### src/rtl/time_set_ctrl_if.sv
// Switch, strobe and time-value bundle between the time-setting controller
// and its surroundings (watch counters, LCD list block, board switches).
interface time_set_ctrl_if;
  logic       en_sample;
  logic       en_1hz;
  logic [3:0] sw_in;
  logic [1:0] cur_hour_10;
  logic [3:0] cur_hour_1;
  logic [2:0] cur_min_10;
  logic [3:0] cur_min_1;
  logic [1:0] set_hour_10;
  logic [3:0] set_hour_1;
  logic [2:0] set_min_10;
  logic [3:0] set_min_1;
  logic       load;
  logic       run_en;
  logic [1:0] blink_mask;
  logic [1:0] edit_field;

  modport master (
    output en_sample, en_1hz, sw_in, cur_hour_10, cur_hour_1, cur_min_10, cur_min_1,
    input  set_hour_10, set_hour_1, set_min_10, set_min_1, load, run_en, blink_mask, edit_field
  );

  modport slave (
    input  en_sample, en_1hz, sw_in, cur_hour_10, cur_hour_1, cur_min_10, cur_min_1,
    output set_hour_10, set_hour_1, set_min_10, set_min_1, load, run_en, blink_mask, edit_field
  );
endinterface

### src/rtl/time_set_ctrl.sv
// Time-setting controller: debounces mode/up/down/confirm switches and runs the
// RUN / EDIT_HOUR / EDIT_MIN / COMMIT machine that edits and loads a BCD time.
module time_set_ctrl #(
  parameter int unsigned DEBOUNCE_CNT = 4,
  parameter int unsigned TIMEOUT_S    = 15
) (
  input logic            clk,
  input logic            rst,
  time_set_ctrl_if.slave bus
);
  localparam int unsigned DBW = $clog2(DEBOUNCE_CNT + 1);
  localparam int unsigned TOW = $clog2(TIMEOUT_S + 1);

  localparam logic [1:0] RUN       = 2'd0;
  localparam logic [1:0] EDIT_HOUR = 2'd1;
  localparam logic [1:0] EDIT_MIN  = 2'd2;
  localparam logic [1:0] COMMIT    = 2'd3;

  logic [3:0]     deb_q, deb_d, press_q, press_d;
  logic [DBW-1:0] cnt_q [4];
  logic [DBW-1:0] cnt_d [4];
  logic [1:0]     state_q, state_d;
  logic [5:0]     hour_q, hour_d;
  logic [6:0]     min_q, min_d;
  logic [TOW-1:0] tmo_q, tmo_d;
  logic           phase_q, phase_d;

  function automatic logic [5:0] hour_step(input logic [5:0] h, input logic up);
    logic [1:0] t;
    logic [3:0] o;
    t = h[5:4];
    o = h[3:0];
    if (up) begin
      if (h == 6'h23)     hour_step = 6'h00;
      else if (o == 4'd9) hour_step = {t + 2'd1, 4'd0};
      else                hour_step = {t, o + 4'd1};
    end else begin
      if (h == 6'h00)     hour_step = 6'h23;
      else if (o == 4'd0) hour_step = {t - 2'd1, 4'd9};
      else                hour_step = {t, o - 4'd1};
    end
  endfunction

  function automatic logic [6:0] min_step(input logic [6:0] m, input logic up);
    logic [2:0] t;
    logic [3:0] o;
    t = m[6:4];
    o = m[3:0];
    if (up) begin
      if (m == 7'h59)     min_step = 7'h00;
      else if (o == 4'd9) min_step = {t + 3'd1, 4'd0};
      else                min_step = {t, o + 4'd1};
    end else begin
      if (m == 7'h00)     min_step = 7'h59;
      else if (o == 4'd0) min_step = {t - 3'd1, 4'd9};
      else                min_step = {t, o - 4'd1};
    end
  endfunction

  // Press pulses are registered, so the FSM acts one cycle after the level settles.
  always_comb begin
    deb_d   = deb_q;
    press_d = '0;
    for (int unsigned i = 0; i < 4; i++) begin
      cnt_d[i] = cnt_q[i];
      if (bus.en_sample) begin
        if (bus.sw_in[i] != deb_q[i]) begin
          if (cnt_q[i] == DBW'(DEBOUNCE_CNT - 1)) begin
            deb_d[i]   = bus.sw_in[i];
            cnt_d[i]   = '0;
            press_d[i] = bus.sw_in[i];
          end else begin
            cnt_d[i] = cnt_q[i] + DBW'(1);
          end
        end else begin
          cnt_d[i] = '0;
        end
      end
    end
  end

  logic any_press, pr_confirm, pr_mode, pr_up;
  assign any_press  = |press_q;
  assign pr_confirm = press_q[3];
  assign pr_mode    = press_q[0] & ~press_q[3];
  assign pr_up      = press_q[1] & ~press_q[3] & ~press_q[0];

  always_comb begin
    state_d = state_q;
    hour_d  = hour_q;
    min_d   = min_q;
    tmo_d   = tmo_q;
    phase_d = phase_q;
    case (state_q)
      RUN: begin
        phase_d = 1'b0;
        tmo_d   = '0;
        if (pr_mode) begin
          hour_d  = {bus.cur_hour_10, bus.cur_hour_1};
          min_d   = {bus.cur_min_10, bus.cur_min_1};
          state_d = EDIT_HOUR;
        end
      end
      EDIT_HOUR, EDIT_MIN: begin
        if (bus.en_1hz) phase_d = ~phase_q;
        if (any_press) begin
          tmo_d = '0;
          if (pr_confirm)              state_d = COMMIT;
          else if (pr_mode)            state_d = (state_q == EDIT_HOUR) ? EDIT_MIN : EDIT_HOUR;
          else if (state_q == EDIT_HOUR) hour_d = hour_step(hour_q, pr_up);
          else                         min_d  = min_step(min_q, pr_up);
        end else if (bus.en_1hz) begin
          if (tmo_q == TOW'(TIMEOUT_S - 1)) begin
            state_d = RUN;
            tmo_d   = '0;
            phase_d = 1'b0;
          end else begin
            tmo_d = tmo_q + TOW'(1);
          end
        end
      end
      default: begin
        state_d = RUN;
        phase_d = 1'b0;
      end
    endcase
  end

  always_ff @(posedge clk) begin
    if (rst) begin
      deb_q   <= '0;
      press_q <= '0;
      for (int unsigned i = 0; i < 4; i++) cnt_q[i] <= '0;
      state_q <= RUN;
      hour_q  <= '0;
      min_q   <= '0;
      tmo_q   <= '0;
      phase_q <= 1'b0;
    end else begin
      deb_q   <= deb_d;
      press_q <= press_d;
      for (int unsigned i = 0; i < 4; i++) cnt_q[i] <= cnt_d[i];
      state_q <= state_d;
      hour_q  <= hour_d;
      min_q   <= min_d;
      tmo_q   <= tmo_d;
      phase_q <= phase_d;
    end
  end

  assign {bus.set_hour_10, bus.set_hour_1} = hour_q;
  assign {bus.set_min_10, bus.set_min_1}   = min_q;
  assign bus.load       = (state_q == COMMIT);
  assign bus.run_en     = (state_q == RUN);
  assign bus.edit_field = (state_q == EDIT_HOUR) ? 2'b01 :
                          (state_q == EDIT_MIN)  ? 2'b10 : 2'b00;
  assign bus.blink_mask = {phase_q & (state_q == EDIT_HOUR), phase_q & (state_q == EDIT_MIN)};
endmodule

### src/flat_wrapper.sv
// flat-port wrapper written by rule: the top's interface ports become plain ports
module time_set_ctrl_flat 
#(
  parameter int unsigned DEBOUNCE_CNT = 4,
  parameter int unsigned TIMEOUT_S    = 15
)
  (clk, rst, bus_en_sample, bus_en_1hz, bus_sw_in, bus_cur_hour_10, bus_cur_hour_1, bus_cur_min_10, bus_cur_min_1, bus_set_hour_10, bus_set_hour_1, bus_set_min_10, bus_set_min_1, bus_load, bus_run_en, bus_blink_mask, bus_edit_field);
  time_set_ctrl_if bus_i ();
  input logic clk;
  input logic rst;
  input wire logic [$bits(bus_i.en_sample)-1:0] bus_en_sample;
  input wire logic [$bits(bus_i.en_1hz)-1:0] bus_en_1hz;
  input wire logic [$bits(bus_i.sw_in)-1:0] bus_sw_in;
  input wire logic [$bits(bus_i.cur_hour_10)-1:0] bus_cur_hour_10;
  input wire logic [$bits(bus_i.cur_hour_1)-1:0] bus_cur_hour_1;
  input wire logic [$bits(bus_i.cur_min_10)-1:0] bus_cur_min_10;
  input wire logic [$bits(bus_i.cur_min_1)-1:0] bus_cur_min_1;
  output wire logic [$bits(bus_i.set_hour_10)-1:0] bus_set_hour_10;
  output wire logic [$bits(bus_i.set_hour_1)-1:0] bus_set_hour_1;
  output wire logic [$bits(bus_i.set_min_10)-1:0] bus_set_min_10;
  output wire logic [$bits(bus_i.set_min_1)-1:0] bus_set_min_1;
  output wire logic [$bits(bus_i.load)-1:0] bus_load;
  output wire logic [$bits(bus_i.run_en)-1:0] bus_run_en;
  output wire logic [$bits(bus_i.blink_mask)-1:0] bus_blink_mask;
  output wire logic [$bits(bus_i.edit_field)-1:0] bus_edit_field;
  assign bus_i.en_sample = bus_en_sample;
  assign bus_i.en_1hz = bus_en_1hz;
  assign bus_i.sw_in = bus_sw_in;
  assign bus_i.cur_hour_10 = bus_cur_hour_10;
  assign bus_i.cur_hour_1 = bus_cur_hour_1;
  assign bus_i.cur_min_10 = bus_cur_min_10;
  assign bus_i.cur_min_1 = bus_cur_min_1;
  assign bus_set_hour_10 = bus_i.set_hour_10;
  assign bus_set_hour_1 = bus_i.set_hour_1;
  assign bus_set_min_10 = bus_i.set_min_10;
  assign bus_set_min_1 = bus_i.set_min_1;
  assign bus_load = bus_i.load;
  assign bus_run_en = bus_i.run_en;
  assign bus_blink_mask = bus_i.blink_mask;
  assign bus_edit_field = bus_i.edit_field;
  time_set_ctrl #(.DEBOUNCE_CNT(DEBOUNCE_CNT), .TIMEOUT_S(TIMEOUT_S)) u_core (.clk(clk), .rst(rst), .bus(bus_i));
endmodule
### config.mk
export PLATFORM = sky130hd
export DESIGN_NAME = time_set_ctrl_flat
export DESIGN_NICKNAME = d
export VERILOG_FILES = /design/src/rtl/time_set_ctrl_if.sv /design/src/rtl/time_set_ctrl.sv /design/src/flat_wrapper.sv
export SDC_FILE = /design/constraint.sdc
export NUM_CORES = 1
export LEC_CHECK = 0
export ABC_AREA = 1
export BUFFER_PORTS_ARGS = -buffer_cell sky130_fd_sc_hd__buf_2
export CAP_MARGIN = 20
export CORE_MARGIN = 2
export CORE_UTILIZATION = 56
export CTS_BUF_LIST = sky130_fd_sc_hd__clkbuf_8
export DETAILED_ROUTE_END_ITERATION = 10
export GPL_TIMING_DRIVEN = 0
export PLACE_DENSITY = 0.82
export REMOVE_ABC_BUFFERS = 1
export SYNTH_ARGS = -nofsm -noshare
export SYNTH_HDL_FRONTEND = slang
export SYNTH_SLANG_ARGS = --single-unit
### constraint.sdc
create_clock -name clk -period 1.9 [get_ports clk]
set_input_delay 0.285 -clock clk [delete_from_list [all_inputs] [get_ports clk]]
set_output_delay 0.285 -clock clk [all_outputs]
set_load 0.005 [all_outputs]
==> impl_metrics.toml, run 1 <==
[sta]
grt_setup_unrepaired = "false"
fin_ws_ns = 0.180
finClkSkew_ns = 0.00890
setup_viol = 0
tightest_slew_ns = 0.610
whs_ns = 0.264
slew_headroom = 0.591
finalCritPeriodShare = 0.905
hold_viol_final = 0
fin_crit_ns = 1.72
slew_viol_final = 0
clock.fmax_mhz = 581

[worst_hold_path]
hp-class = "in -> reg"
hold_depth = 3

[synth]
ys_seq_area_frac = 0.293
ys_ff_latch = 40
yosys-top-cells-area = "dfxtp_1, ha_1, nand2_1"
synth_flop_cell = "dfxtp_1"
postSynthCellCount = 402
synth_cell_type_count = 34
synth_area_sq_um = 2740
yosys_warnings = 0
async_flop_share = 0
synth_top_area_frac = 0.293
synth_top_area_cell = "dfxtp_1"
synth_edf_count = 0
avgSynthCellArea_sq_um = 6.80

[die]
die_area_sq_um = 5460
die_w_um = 73.9
num_rows = 25
die_y_um = 73.9
fp.coreArea_sq_um = 4720
io_pins = 40
initial_core_util = 0.579

[pwr]
max-vdd-ir-drop_v = 0.000664
powerDensity_nw_per_um2 = 1170
internal_power_uw = 2040
power_frac_seq = 0.326
p_leak_uw = 0.00146
p_comb_frac = 0.476
clkPwrFrac = 0.198
swShare = 0.434
power_switching_uw = 1560

[placement]
gp_congestion = 0.944
dpl_worst_slack_ns = -0.479
dp_cells = 497
dpl.hpwl_um = 4320
placed_cell_area_sq_um = 2940
numPortBuffers = 39

[clocking]
cts.sinks = 40
clkTransAtPathRegs_ns = 0.08
cts_tree = "done"
clock_path_buffers = 2
clock-root-buffer = "clkbuf_8"
numCtsBuffers = 5
htree_levels = 2
clk_latency_ns = 0.30

[final_layout]
layout.cells.most_common = "nand2_1"
nFillCells = 450
stdcell_count = 506
layout_common_cells = "nand2_1, nor2_1, nand3_1"
antenna-diode-count = 0
design_area_sq_um = 3080
layout-drive-gt1-share = 0.162
nets = 486
syn_to_final_growth_pct = 12.7

[worst_setup_path]
crit_path_end_kind = "flop"
reg2reg_slack_ns = 0.18
cp-start-kind = "flop"
cp_data_required_time_ns = 2.13
ff2ff_path_depth = 7
crit_fanout = 14
cp.arrival_ns = 1.95
crit_type = "reg -> reg"

[drt]
wire_per_inst_um = 11.6
dr.pass1.iters = 5
first_iter_violations = 151
viasPerCell = 5.24
ant_nets = 0
wl_um = 5850
vias = 2650
remaining_drc_errors = 0

[grt]
antenna_found_initial = 0
grtUsageTotal = 0.228
first_global_vias = 2367
overflow = 0
grt_max_degree = 20
grt_pass1_wl_um = 9890

[status]
status = "finished, final reports clean"

[run]
max_cap_viol_count = 0
==> worst max-delay path, cell delays in order (launching register included) <==
cell and delay (ns):
dfxtp_2 0.39, inv_1 0.11, ha_4 0.39, o21ai_1 0.14, nand3b_1 0.28, nor2_1 0.15, nand2_1 0.07, a21oi_1 0.11
==> what timing repair did <==
| item | CTS | global route |
|---|---|---|
| buffers inserted | 1 | 0 |
| pin swaps | 1 | 0 |
| setup endpoints to repair | 20 | 6 |
| hold buffers | 0 | 0 |
| gates resized for setup | 2 | 3 |
==> state kept, by name, summed over array words and instances (netlist names) <==
register	flops
u_core.state_q	2
u_core.deb_q	4
u_core.cnt_q	12
u_core.hour_q	6
u_core.press_q	4
u_core.min_q	7
u_core.tmo_q	4
u_core.phase_q	1
==> power by group through the flow <==
| stage | Sequential, uW | Combinational (uW) | Clock, uW |
|---|---|---|---|
| 3_5_place_dp | 1190 | 1660 | 0 |
| 5_1_grt | 1190 | 1960 | 766 |
| 6_report | 1170 | 1720 | 714 |
| 3_3_place_gp | 1180 | 1610 | 0 |
| 4_1_cts | 1170 | 1710 | 735 |
| 2_1_floorplan | 1150 | 1260 | 0 |
==> stage by stage <==
step,utilization,total power (uW),TNS (ns)
2_1_floorplan,-,2410,-0.143
3_3_place_gp,0.623,2790,-5.95
3_5_place_dp,0.623,2840,-7.04
4_1_cts,0.651,3620,0
5_1_grt,0.652,3920,0
6_report,0.652,3600,0
==> cell usage after synthesis (2+ instances only) <==
cell	instances
a211oi_1	3
a21oi_1	27
buf_2	5
buf_4	2
dfxtp_1	40
ha_1	27
inv_1	40
inv_2	2
nand2_1	88
nand2_2	5
nand3_1	43
nand3_2	3
nand4_1	5
nor2_1	57
nor2_4	4
nor3_1	6
nor3b_1	2
o211ai_1	2
o21ai_0	17
or2_2	2
xnor2_1	3
xor2_1	7
==> final timing paths <==
kind | startpoint | to
worst max-delay path | u_core.state_q[0]$_SDFFE_PP0P_ | u_core.min_q[2]$_SDFFE_PP0P_
worst min-delay path | bus_sw_in[1] | u_core.press_q[1]$_SDFF_PP0_
worst max register to register | u_core.state_q[0]$_SDFFE_PP0P_ | u_core.min_q[2]$_SDFFE_PP0P_
worst min register to register | u_core.cnt_q[2][2]$_SDFFE_PP0P_ | u_core.cnt_q[2][2]$_SDFFE_PP0P_
==> logic make-up after synthesis <==
logic type	share of synthesized area
fa+ha+maj	0.124
buf+inv	0.0855
xor+xnor	0.0320
flops	0.293
simple gates	0.358
compound gates	0.108
==> final cells by class <==
type | count | area (sq um) | area share
clock buffer | 5 | 68.8 | 0.0223
tap | 67 | 83.8 | 0.0272
multi-input combinational | 308 | 1720 | 0.557
sequential | 40 | 803 | 0.261
inverter | 43 | 161 | 0.0524
clock inverter | 3 | 46.3 | 0.0150
timing repair buffer | 40 | 203 | 0.0658
==> routing by layer <==
| layer | wire length (um) | vias up | global-route usage |
|---|---|---|---|
| met5 | 0 | - | 0 |
| met4 | 30 | 0 | 0.0788 |
| met3 | 244 | 4 | 0.0412 |
| met2 | 2960 | 62 | 0.414 |
| met1 | 2610 | 1216 | 0.266 |
| li1 | - | 1368 | - |
Note: power is estimated with default switching activity, not from simulation.
==> run 2, diff against run 1 <==
Settings changed: PLACE_DENSITY 0.82 to 0.78.
==> run 2 against run 1 <==
Against the previous run: flip-flop and latch count unchanged; final area is 0.89% lower; clock power down 21%; via count down 3.4%; worst hold slack improved by 0.0030 ns; fmax grew 0.62%; critical path depth is the same; critical path type unchanged.
==> impl_metrics.toml, run 2 (synthesis gave the netlist of run 1 again) <==
[status]
status = "finished, final reports clean"

[worst_hold_path]
hp-class = "in -> reg"

[die]
num_rows = 25
die_area_sq_um = 5460
fp.coreArea_sq_um = 4720
initial_core_util = 0.579
io_pins = 40
die_y_um = 73.9
die_w_um = 73.9

[sta]
fin_ws_ns = 0.191
setup_viol = 0
clock.fmax_mhz = 585
tightest_slew_ns = 0.602
fin_crit_ns = 1.71
hold_viol_final = 0
finalCritPeriodShare = 0.900
slew_headroom = 0.596
finClkSkew_ns = 0.00725
slew_viol_final = 0

[worst_setup_path]
reg2reg_slack_ns = 0.19
cp-start-kind = "flop"
cp_data_required_time_ns = 2.12
crit_fanout = 14
crit_type = "reg -> reg"
crit_path_end_kind = "flop"
cp.arrival_ns = 1.93

[drt]
wire_per_inst_um = 11.2
dr.pass1.iters = 4
vias = 2561
ant_nets = 0
first_iter_violations = 235
remaining_drc_errors = 0
wl_um = 5670
viasPerCell = 5.06

[grt]
overflow = 0
grtUsageTotal = 0.217
use_met3 = 0.0343
met2_usage = 0.378
antenna_found_initial = 0
busiest_layer = "met2"
grt_max_degree = 27
grt_pass1_wl_um = 9490
first_global_vias = 2299
grt_util_met1 = 0.276

[final_layout]
layout-drive-gt1-share = 0.162
layout_common_cells = "nand2_1, nor2_1, nand3_1"
design_area_sq_um = 3050
layout.cells.most_common = "nand2_1"
nets = 486
largest_reg_flops = 12
stdcell_count = 506
antenna-diode-count = 0
largest_registers = "u_core.cnt_q x12, u_core.min_q x7, u_core.hour_q x6"
syn_to_final_growth_pct = 11.7
top_register = "u_core.cnt_q"

[clocking]
cts.sinks = 40
cts_hold_buf = 0
cts_tree = "done"
htree_levels = 2
clk_latency_ns = 0.29
numCtsBuffers = 5
clock-root-buffer = "clkbuf_8"
clock_path_buffers = 2
clkTransAtPathRegs_ns = 0.08

[pwr]
p_leak_uw = 0.00145
max-vdd-ir-drop_v = 0.000527
powerDensity_nw_per_um2 = 1120

[placement]
gp_congestion = 0.849
dpl_worst_slack_ns = -0.478
numPortBuffers = 39
dp_cells = 497
dpl.hpwl_um = 4140
placed_cell_area_sq_um = 2940

[run]
max_cap_viol_count = 0
[run 2: cell count changes in the layout (fill, tap and decap cells not counted), sizes merged]
cell,previous run,this run
clkinvlp,1,0
clkinv,1,4
bufinv,1,0
inv,43,42
[run 2: layout make-up]
type	instances	area, sq um
tap	67	83.8
fill	453	1670
clock inverter	3	18.8
multi-input combinational	308	1720
clock buffer	5	68.8
timing repair buffer	40	203
sequential	40	803
inverter	43	161
[run 2: what timing repair did]
item                       in CTS  in global routing
setup endpoints to repair      20                 16
gates resized for setup         2                  3
pin swaps                       0                  1
buffers inserted                0                  1
[run 2: worst paths after layout]
kind,start,endpoint,cells after the start
max reg2reg,u_core.state_q[1]$_SDFFE_PP0P_,u_core.min_q[0]$_SDFFE_PP0P_,7
min,bus_sw_in[2],u_core.press_q[2]$_SDFF_PP0_,3
max,u_core.state_q[1]$_SDFFE_PP0P_,u_core.min_q[0]$_SDFFE_PP0P_,7
min reg2reg,u_core.cnt_q[0][2]$_SDFFE_PP0P_,u_core.cnt_q[0][2]$_SDFFE_PP0P_,2
[run 2: per-layer routing]
metal | routed length [um] | vias up
met2 | 2720 | 43
li1 | - | 1369
met3 | 197 | 4
met4 | 31 | 0
met1 | 2720 | 1145
met5 | 0 | -
[run 2: worst max-delay path: stages (launching register included)]
cell and delay, ns:
dfxtp_2 0.40, inv_1 0.12, ha_4 0.39, o21ai_1 0.15, nand3b_1 0.28, nor2_1 0.13
nand2_1 0.06, a21oi_1 0.11
[run 2: where the power goes]
part           internal (uW)  switching, uW  leakage (uW)
combinational            676           1030       0.00108
sequential               964            203      0.000326
clock                    256            305     0.0000479
[run 2: metrics by stage]
step / hold slack, ns / TNS, ns / utilization / total power, uW
after floorplan: 0.354 / -0.143 / - / 2410
after global placement: 0.429 / -6.64 / 0.623 / 2790
after detailed placement: 0.430 / -7.37 / 0.623 / 2820
after CTS: 0.258 / 0 / 0.644 / 3420
after global routing: 0.265 / -0.00602 / 0.647 / 3770
final: 0.267 / 0 / 0.647 / 3430
==> run 3, diff against run 2 <==
Settings changed: RECOVER_POWER set to 50.
==> run 3 against run 2 <==
Against the previous run: global-route usage stayed put; fmax shrank 0.13%; power is 0.21% lower; worst hold slack barely moved; cell count did not move; final area fell by 0.20%; first-iteration DRC count fell by 0.85%; register-to-register slack hardly changed; sequential power barely moved; clock skew about the same; setup slack worse by 0.0023 ns; combinational power about the same; critical path type unchanged; critical endpoint unchanged.
==> impl_metrics.toml, run 3 (synthesis gave the netlist of run 1 again) <==
[worst_setup_path]
setup.worst_path.start = "u_core.state_q[1]$_SDFFE_PP0P_"
cp.arrival_ns = 1.93
cp_data_required_time_ns = 2.12
r2r-start = "u_core.state_q[1]$_SDFFE_PP0P_"
crit_fanout = 14
ff2ff_path_depth = 7
crit_type = "reg -> reg"
cp-start-kind = "flop"
crit_path_end_kind = "flop"

[die]
die_area_sq_um = 5460
die_w_um = 73.9
initial_core_util = 0.579
io_pins = 40
fp.coreArea_sq_um = 4720
die_y_um = 73.9
num_rows = 25

[drt]
wl_um = 5680
wire_per_inst_um = 11.2
viasPerCell = 5.05
dr.pass1.iters = 4
first_iter_violations = 233
vias = 2553
ant_nets = 0
remaining_drc_errors = 0

[sta]
fin_crit_ns = 1.71
tightest_slew_ns = 0.615
slew_viol_final = 0
whs_ns = 0.267
finClkSkew_ns = 0.00742
hold_viol_final = 0
setup_viol = 0
fin_ws_ns = 0.188
finalCritPeriodShare = 0.901
clock.fmax_mhz = 584
slew_headroom = 0.587

[placement]
dpl_worst_slack_ns = -0.478
numPortBuffers = 39
dpl.hpwl_um = 4140
gp_congestion = 0.849

[clocking]
clock_path_buffers = 2
cts.sinks = 40
clock-root-buffer = "clkbuf_8"
numCtsBuffers = 5
clk_latency_ns = 0.29
cts_hold_buf = 0
clkTransAtPathRegs_ns = 0.08
cts_tree = "done"
htree_levels = 2

[final_layout]
layout-drive-gt1-share = 0.150
nets = 486
syn_to_final_growth_pct = 11.4
largest_reg_flops = 12
top_register = "u_core.cnt_q"
largest_registers = "u_core.cnt_q x12, u_core.min_q x7, u_core.hour_q x6"
antenna-diode-count = 0
layout_common_cells = "nand2_1, nor2_1, nand3_1"
layout.cells.most_common = "nand2_1"

[status]
status = "finished, final reports clean"

[worst_hold_path]
hold_depth = 3
hp-class = "in -> reg"
hp-start = "bus_sw_in[2]"

[grt]
grt_max_degree = 27
overflow = 0
grtUsageTotal = 0.217
antenna_found_initial = 0
grt_pass1_wl_um = 9490
first_global_vias = 2299

[run]
max_cap_viol_count = 0

[pwr]
max-vdd-ir-drop_v = 0.000528
p_leak_uw = 0.00143
powerDensity_nw_per_um2 = 1120
==> run 3: cell count changes in the layout (fill, tap and decap cells not counted) <==
| cell | delta |
|---|---|
| buf_2 | -5 |
| clkbuf_1 | +5 |
==> run 3: worst paths after layout <==
check             slack (ns)                               to
hold / removal          0.27     u_core.press_q[2]$_SDFF_PP0_
hold reg to reg         0.44  u_core.cnt_q[0][2]$_SDFFE_PP0P_
setup / recovery        0.19     u_core.min_q[0]$_SDFFE_PP0P_
setup reg to reg        0.19     u_core.min_q[0]$_SDFFE_PP0P_
==> run 3: report_power, final <==
group	internal, uW	leakage, uW	total, uW	switching (uW)
sequential	964	0.000326	1170	204
combinational	668	0.00106	1690	1030
clock	256	0.0000479	561	305
total	1890	0.00143	3420	1540
==> run 3: metal layers <==
layer / GRT usage / wire length, um / vias to the layer above
met5: 0 / 0 / -
met4: 0.0586 / 31 / 0
met3: 0.0343 / 196 / 4
met2: 0.378 / 2710 / 42
met1: 0.276 / 2740 / 1138
li1: - / - / 1369
==> run 3: critical path, stage by stage, from the launching register on <==
cell	delay (ns)
dfxtp_2	0.40
inv_1	0.12
ha_4	0.39
o21ai_1	0.15
nand3b_1	0.28
nor2_1	0.13
nand2_1	0.06
a21oi_1	0.11
==> run 3: cell type report <==
type	instances	area, sq um
Sequential cell	40	803
Tap cell	67	83.8
Clock buffer	5	68.8
Timing Repair Buffer	40	196
Multi-Input combinational cell	308	1720
Fill cell	458	1680
Clock inverter	3	18.8
Inverter	43	161
==> run 3: per-stage QoR <==
stage	total power [uW]	util	setup TNS [ns]	area [sq um]	instances
4_1_cts	3420	0.644	0	3040	505
3_3_place_gp	2790	0.623	-6.64	2940	497
3_5_place_dp	2820	0.623	-7.37	2940	497
6_report	3420	0.645	0	3050	506
5_1_grt	3760	0.645	-0.00602	3050	506
2_1_floorplan	2410	-	-0.143	2660	391
==> run 3: timing repair <==
| item | CTS | global route |
|---|---|---|
| cloned | 0 | 0 |
| pin swaps | 0 | 1 |
| setup endpoints to repair | 20 | 16 |
| setup buffers | 0 | 1 |
| hold endpoints to repair | 0 | 0 |
| resized for setup | 2 | 3 |
